--- src/rtl/hc595_serial_tx_if.sv ---
// Handshake bundle between the word producer and the 74HC595 transmitter.
// Latency: none (wires only).
// Backpressure: producer holds valid/data until it sees ready; busy mirrors ~ready.
// Ports: data (parallel word), valid (word offered), ready (idle, can accept),
//        busy (transfer in progress).
interface hc595_serial_tx_if #(
   parameter int data_width = 16
) ();
   logic [data_width-1:0] data;
   logic                  valid;
   logic                  ready;
   logic                  busy;

   modport master (output data, output valid, input ready, input busy);
   modport slave  (input data, input valid, output ready, output busy);
endinterface

--- src/rtl/hc595_serial_tx.sv ---
// Serial transmitter for a 74HC595 chain: shifts a word out on sdata/sclk, then pulses rclk.
// Latency: ready returns (2*data_width+1) * 2**shift_strobe_width cycles after acceptance.
// Backpressure: ready is low for the whole transfer; valid while busy is ignored.
// Ports: clk, reset (async, active-low), host (slave handshake: data/valid/ready/busy),
//        sdata -> SER, sclk -> SRCLK, rclk -> RCLK. All outputs are registered.
// Option: define HC595_SERIAL_TX_LSB_FIRST_EN to transmit LSB first (default MSB first).
module hc595_serial_tx #(
   parameter int data_width         = 16,
   parameter int shift_strobe_width = 10
) (
   input  logic                clk,
   input  logic                reset,
   hc595_serial_tx_if.slave    host,
   output logic                sdata,
   output logic                sclk,
   output logic                rclk
);

   localparam int bcw = $clog2(data_width);

   typedef enum logic [1:0] {
      IDLE       = 2'd0,
      SHIFT_LOW  = 2'd1,
      SHIFT_HIGH = 2'd2,
      LATCH      = 2'd3
   } state_t;

   state_t                        state_q, state_d;
   logic [shift_strobe_width-1:0] strobe_q, strobe_d;
   logic [bcw-1:0]                bit_q, bit_d;
   logic [data_width-1:0]         shreg_q, shreg_d;
   logic                          sdata_d, sclk_d, rclk_d;
   logic                          ready_q, ready_d;
   logic                          tick;
   logic                          accept;

   // One tick per strobe period; the counter wraps naturally after all ones.
   assign tick   = &strobe_q;
   assign accept = host.valid && ready_q;

   always_comb begin
      state_d  = state_q;
      strobe_d = (state_q == IDLE) ? strobe_q : strobe_q + 1'b1;
      bit_d    = bit_q;
      shreg_d  = shreg_q;
      sdata_d  = sdata;
      sclk_d   = sclk;
      rclk_d   = rclk;
      ready_d  = ready_q;

      case (state_q)
         IDLE: begin
            if (accept) begin
               shreg_d  = host.data;
`ifdef HC595_SERIAL_TX_LSB_FIRST_EN
               sdata_d  = host.data[0];
`else
               sdata_d  = host.data[data_width-1];
`endif
               sclk_d   = 1'b0;
               bit_d    = '0;
               strobe_d = '0;
               ready_d  = 1'b0;
               state_d  = SHIFT_LOW;
            end
         end
         SHIFT_LOW: begin
            if (tick) begin
               sclk_d  = 1'b1;
               state_d = SHIFT_HIGH;
            end
         end
         SHIFT_HIGH: begin
            if (tick) begin
               sclk_d = 1'b0;
               if (bit_q == bcw'(data_width - 1)) begin
                  rclk_d  = 1'b1;
                  state_d = LATCH;
               end else begin
                  // Rotate rather than zero-fill: the wrapped bit is never
                  // transmitted, and every register bit stays in use.
`ifdef HC595_SERIAL_TX_LSB_FIRST_EN
                  shreg_d = {shreg_q[0], shreg_q[data_width-1:1]};
                  sdata_d = shreg_q[1];
`else
                  shreg_d = {shreg_q[data_width-2:0], shreg_q[data_width-1]};
                  sdata_d = shreg_q[data_width-2];
`endif
                  bit_d   = bit_q + 1'b1;
                  state_d = SHIFT_LOW;
               end
            end
         end
         LATCH: begin
            if (tick) begin
               rclk_d  = 1'b0;
               ready_d = 1'b1;
               state_d = IDLE;
            end
         end
         default: begin
            sclk_d  = 1'b0;
            rclk_d  = 1'b0;
            ready_d = 1'b1;
            state_d = IDLE;
         end
      endcase
   end

   always_ff @(posedge clk or negedge reset) begin
      if (!reset) begin
         state_q  <= IDLE;
         strobe_q <= '0;
         bit_q    <= '0;
         shreg_q  <= '0;
         sdata    <= 1'b0;
         sclk     <= 1'b0;
         rclk     <= 1'b0;
         ready_q  <= 1'b1;
      end else begin
         state_q  <= state_d;
         strobe_q <= strobe_d;
         bit_q    <= bit_d;
         shreg_q  <= shreg_d;
         sdata    <= sdata_d;
         sclk     <= sclk_d;
         rclk     <= rclk_d;
         ready_q  <= ready_d;
      end
   end

   assign host.ready = ready_q;
   assign host.busy  = ~ready_q;

endmodule
--- src/flat_wrapper.sv ---
// flat-port wrapper written by rule: the top's interface ports become plain ports
module hc595_serial_tx_flat 
#(
   parameter int data_width         = 16,
   parameter int shift_strobe_width = 10
)
  (clk, reset, sdata, sclk, rclk, host_data, host_valid, host_ready, host_busy);
  hc595_serial_tx_if #(.data_width(data_width)) host_i ();
  input  logic clk;
  input  logic reset;
  output logic sdata;
  output logic sclk;
  output logic rclk;
  input wire logic [$bits(host_i.data)-1:0] host_data;
  input wire logic [$bits(host_i.valid)-1:0] host_valid;
  output wire logic [$bits(host_i.ready)-1:0] host_ready;
  output wire logic [$bits(host_i.busy)-1:0] host_busy;
  assign host_i.data = host_data;
  assign host_i.valid = host_valid;
  assign host_ready = host_i.ready;
  assign host_busy = host_i.busy;
  hc595_serial_tx #(.data_width(data_width), .shift_strobe_width(shift_strobe_width)) u_core (.clk(clk), .reset(reset), .host(host_i), .sdata(sdata), .sclk(sclk), .rclk(rclk));
endmodule
--- config.mk ---
export PLATFORM = sky130hd
export DESIGN_NAME = hc595_serial_tx_flat
export DESIGN_NICKNAME = d
export VERILOG_FILES = /design/src/rtl/hc595_serial_tx_if.sv /design/src/rtl/hc595_serial_tx.sv /design/src/flat_wrapper.sv
export SDC_FILE = /design/constraint.sdc
export NUM_CORES = 1
export LEC_CHECK = 0
export ABC_AREA = 1
export BUFFER_PORTS_ARGS = -buffer_cell sky130_fd_sc_hd__buf_4
export CAP_MARGIN = 20
export CORE_ASPECT_RATIO = 0.8
export CORE_MARGIN = 5
export CORE_UTILIZATION = 45
export DETAILED_ROUTE_END_ITERATION = 7
export GPL_ROUTABILITY_DRIVEN = 0
export GPL_TIMING_DRIVEN = 0
export PLACE_DENSITY = 0.61
export SETUP_SLACK_MARGIN = 0.1
export SYNTH_ARGS = -nofsm -noshare
export SYNTH_HDL_FRONTEND = slang
export SYNTH_SLANG_ARGS = --single-unit
--- constraint.sdc ---
create_clock -name clk -period 3.1 [get_ports clk]
set_clock_uncertainty 0.05 [all_clocks]
set_input_delay 0.155 -clock clk [delete_from_list [all_inputs] [get_ports clk]]
set_output_delay 0.155 -clock clk [all_outputs]
set_load 0.02 [all_outputs]
======== Yosys cells after proc, flatten, opt, wreduce, memory -nomap -nowiden ========
Cells that the tools add are included.
storage, ports and cells
  bits in registers ....................... 36
  input bits .............................. 19
  logic and storage cells ................. 62
  output and inout bits ................... 5
operators by class
  mux-type cells .......................... 29
  add/subtract/negate cells ............... 2
  bitwise operators ....................... 1
  equal/unequal tests ..................... 10
  reductions and logical operators ........ 12
operators with widths
  cell                   number
  $mux 16                3
  $pmux 16 s2            1
  $mux 10                3
  $reduce_and 4->1       4
  $mux 4                 3
  $add 10x1->10 const B  1
  $mux 2                 5
  $ne 2x1->1 const B     5
  $reduce_and 10->1      1
  $mux 1                 8
  $pmux 2 s4             1
  $pmux 4 s2             1
  $pmux 1 s2             3
  $reduce_bool 2->1      3
  $add 4x1->4 const B    1
  $eq 2x2->1 const B     2
  $eq 4x4->1 const B     1
  $pmux 1 s3             1
  $reduce_and 3->1       1
  $reduce_bool 3->1      1
  $eq 2x1->1 const B     1
  $logic_not 2->1        1
  $ne 2x2->1 const B     1
  $logic_and 1x1->1      1
  $not 1->1              1

======== Logic depth before layout (Yosys ltp) ========
  word-level depth ........................ 4
  depth in mapped cells ................... 9
  depth with buffers taken out ............ 8

======== Least setup slack after synthesis ========
No wires, ideal clock.
  path kind ............................... register to register
  start point ............................. register u_core.strobe_q[0]
  end point ............................... register u_core.shreg_q[15]
  data arrival time ....................... 1.341 ns
  library setup time ...................... 0.117 ns
  period minus slack after synthesis ...... 1.508 ns
  path buffers ............................ 2
  setup slack ............................. 1.592 ns
  cell stages (with the launch flop) ...... 10
  data required time ...................... 2.933 ns
  path through ............................ dfrtp_1 -> ha_1 -> nand2_1 -> nor2_1 -> nand2_1 -> nand2_2 -> buf_6 -> buf_8 -> nand3_1 -> nand2_1
between the ends
  longest elaborated chain between the ends .. 3
RTL lines
  item                        RTL line                text
  start: declaration          hc595_serial_tx.sv:29   logic [shift_strobe_width-1:0] strobe_q, strobe_d;
  start signal: assignment    hc595_serial_tx.sv:122  strobe_q <= strobe_d;
  $reduce_and 10->1           hc595_serial_tx.sv:38   assign tick = &strobe_q;
  $ne 2x1->1 (no line)        --
  $reduce_and 4->1 (no line)  --
  end signal: assignment      hc595_serial_tx.sv:124  shreg_q <= shreg_d;
  end: declaration            hc595_serial_tx.sv:31   logic [data_width-1:0] shreg_q, shreg_d;
No other way between the ends.
A chain may end at the register's enable or synchronous reset.

======== Worst setup path in the final report ========
Ends and elaborated chain as after synthesis.

==> results.toml <==
[run_status]
status = "complete, no violations"

[timing]
hold_violations = 0
relSlewSlack_pct = 70.4
finalSetupViolCount = 0
worstMarginPinSlew_ns = 0.444
fin_crit_sh_pct = 56.5
fin_setup_tns_ns = 0
slew_violations = 0
rsz0062_at_grt = "false"
max_freq_mhz = 571
period_needed_ns = 1.75

[hold_path]
hold_class = "in -> reg"

[setup_path]
slowest_delay_ns = 0.48
crit_top_cell = "nand2_1"
crit_buf_inv = 2
crit_path_start_kind = "flop"
crit_chain = "ha_1 > nand2_1 > nor2_1 > nand2_1 > nand2_2 > buf_6 > buf_8 > nand3_1 > nand2_1"
end_kind = "flop"
arrival_ns = 1.93
cp_slowest_cell = "dfrtp_1"
crit_required_ns = 3.27
critPathTopFamily = "simple AND/OR/NAND/NOR gates"
cp_max_fo = 10
critPathKind = "reg -> reg"

[finish]
stdcell_count = 352
drive_gt1_share_pct = 15.9
fillCellCount = 446
n_antenna_cell = 0
area_growth_pct = 18.6
nets = 315

[global_routing]
grt_pass1_vias = 1468
overflow = 0
grt_max_degree = 36
antenna_found_initial = 0
grt.total_usage_pct = 15.2
grt_pass1_wl_mm = 6.80

[pwr]
share_comb_of_total_power_pct = 4.3
ir_drop_v = 0.000236
seqPwrFrac_pct = 53.6
sw_frac_of_total_pct = 20.3
power_leakage_uw = 0.00128
switchingPower_uw = 173
p_clk_share_pct = 42.1
power_per_cell_area_nw_per_um2 = 376
internal-power_uw = 678

[detailed_routing]
drcViolationCount = 0
detail_route.first_pass.iterations = 5
vias = 1671
drtIter0Drc = 135
ant_nets = 0
totalWireLength_mm = 3.94
via_per_inst = 4.75
wl_per_cell_um = 11.2

[cts]
path_clk_slew_ns = 0.07
cts-root-buf = "clkbuf_8"
cts-buffers-inserted = 5
cts_tree = "done"
htree_num_levels = 2
cts_max_path_buffers = 2
post_cts_resized = 0
clkSinkCount = 35
clk-insertion-delay-late_ns = 0.28

[placed_design]
placedCellCount = 343
dp.final_hpwl_mm = 2.77
io_buffers = 23

[logic_synthesis]
synth_top_cells_by_area = "dfrtp_1 45%, nand2_1 24%, nand3_1 8.9%"
synthCells = 263
synth_top_area_cell = "dfrtp_1"
synth_top_area_share_pct = 44.6
yosysUniqueCellTypes = 21
yosysWarnings = 0
ys_ff_latch = 35
synth_fp_nets = 284
synth_seq_area_share_pct = 46.0
netlist_area_um2 = 1910
synth_area_per_cell_um2 = 7.26

[floorplanning]
rows = 21
dieArea_um2 = 5650
coreArea_um2 = 4150
die_w_um = 82.8
initial_utilization_pct = 46.0
die_y_um = 68.2
ios = 24

[job]
cap_violations = 0
[cell type report]
| class | count | area, µm² | area share, % |
|---|---|---|---|
| multi-input cells | 202 | 880 | 38.9 |
| flip-flops and latches | 35 | 877 | 38.8 |
| repair buffers | 24 | 183 | 8.08 |
| clock buffers | 8 | 100 | 4.42 |
| plain buffers | 9 | 87.6 | 3.87 |
| well taps | 57 | 71.3 | 3.15 |
| inverters | 17 | 63.8 | 2.82 |
[placed cells by master (no fill, tap or decap), drive strengths merged]
cell / instances
nand2: 126
nand3: 35
dfrtp: 34
buf: 32
nor2: 19
inv: 17
o21ai: 10
clkbuf: 8
nand4: 4
a21oi: 2
nor3: 2
ha: 2
xor2: 1
o22ai: 1
dlygate4sd3: 1
dfstp: 1
[Yosys cell counts]
| cell | instances |
|---|---|
| nor3_1 | 2 |
| a21oi_1 | 2 |
| nor2_4 | 2 |
| o21ai_0 | 10 |
| dfrtp_1 | 34 |
| inv_2 | 2 |
| buf_2 | 1 |
| inv_1 | 15 |
| buf_6 | 4 |
| nand4_1 | 4 |
| nor2_1 | 17 |
| nand2_2 | 2 |
| nand3_2 | 1 |
| o22ai_1 | 1 |
| ha_1 | 2 |
| dfstp_2 | 1 |
| buf_8 | 1 |
| buf_4 | 3 |
| xor2_1 | 1 |
| nand2_1 | 124 |
| nand3_1 | 34 |
[timing repair]
item,in CTS,in global routing
buffers inserted,0,0
endpoints found under the hold margin,34,0
hold buffers,1,0
[worst reg2reg max path: stages, from the launching register on]
cell	delay, ns
dfrtp_1	0.48
ha_1	0.21
nand2_1	0.07
nor2_1	0.15
nand2_1	0.19
nand2_2	0.12
buf_6	0.14
buf_8	0.13
nand3_1	0.08
nand2_1	0.07
[power groups by stage]
stage | Clock (µW) | Combinational (µW) | Sequential [µW]
after global routing | 392 | 42.0 | 456
after detailed placement | 0 | 36.4 | 465
after global placement | 0 | 36.8 | 465
after floorplan | 0 | 8.95 | 465
after CTS | 367 | 37.7 | 457
final | 358 | 36.6 | 457
[per-layer routing]
metal | up-vias | GRT usage [%] | part of all wire, % | wire [µm]
met5 | - | 0 | 0 | 0
met4 | 0 | 5.51 | 1.1 | 44
met3 | 4 | 4.33 | 4.4 | 174
met2 | 32 | 22.4 | 40 | 1570
met1 | 741 | 21.3 | 55 | 2150
li1 | 894 | - | - | -
[logic make-up after synthesis]
kind of cell / count (synthesis) / synth area share [%]
AOI/OAI and AO/OA: 13 / 3.48
xor gates and xnor gates: 1 / 0.459
and+or+nand+nor: 186 / 40.9
buffers and inverters: 26 / 7.93
DFF: 35 / 46.0
adders and majority gates: 2 / 1.31
[sequential cells by signal, summed over array words and instances, names as in the netlist]
signal,flops
u_core.bit_q,4
u_core.host.ready,1
u_core.rclk,1
u_core.sclk,1
u_core.shreg_q,16
u_core.state_q,2
u_core.strobe_q,10
[path summary, 6_finish.rpt]
| check | startpoint | endpoint | slack [ns] | cells past startpoint |
|---|---|---|---|---|
| max | u_core.strobe_q[0] | u_core.shreg_q[15] | 1.35 | 9 |
| min | host_data[10] | u_core.shreg_q[10] | 0.14 | 5 |
| max reg2reg | u_core.strobe_q[0] | u_core.shreg_q[15] | 1.35 | 9 |
| min reg2reg | u_core.shreg_q[13] | u_core.shreg_q[13] | 0.42 | 2 |
| max in group asynchronous | reset | u_core.host.ready | 2.36 | 2 |
| min in group asynchronous | reset | u_core.strobe_q[0] | 0.31 | 2 |
[through the flow]
stage	cell area, µm²	util, %	power (µW)	setup WS, ns	hold WS [ns]
after floorplan	1910	-	474	1.59	-0.191
after detailed placement	2150	51.8	502	1.37	0.0849
after CTS	2260	54.5	861	1.36	0.139
after global placement	2150	51.8	502	1.37	0.0901
after global routing	2260	54.5	890	1.17	0.156
final	2260	54.5	852	1.35	0.139
No activity file was read; power rests on OpenSTA's default activity.
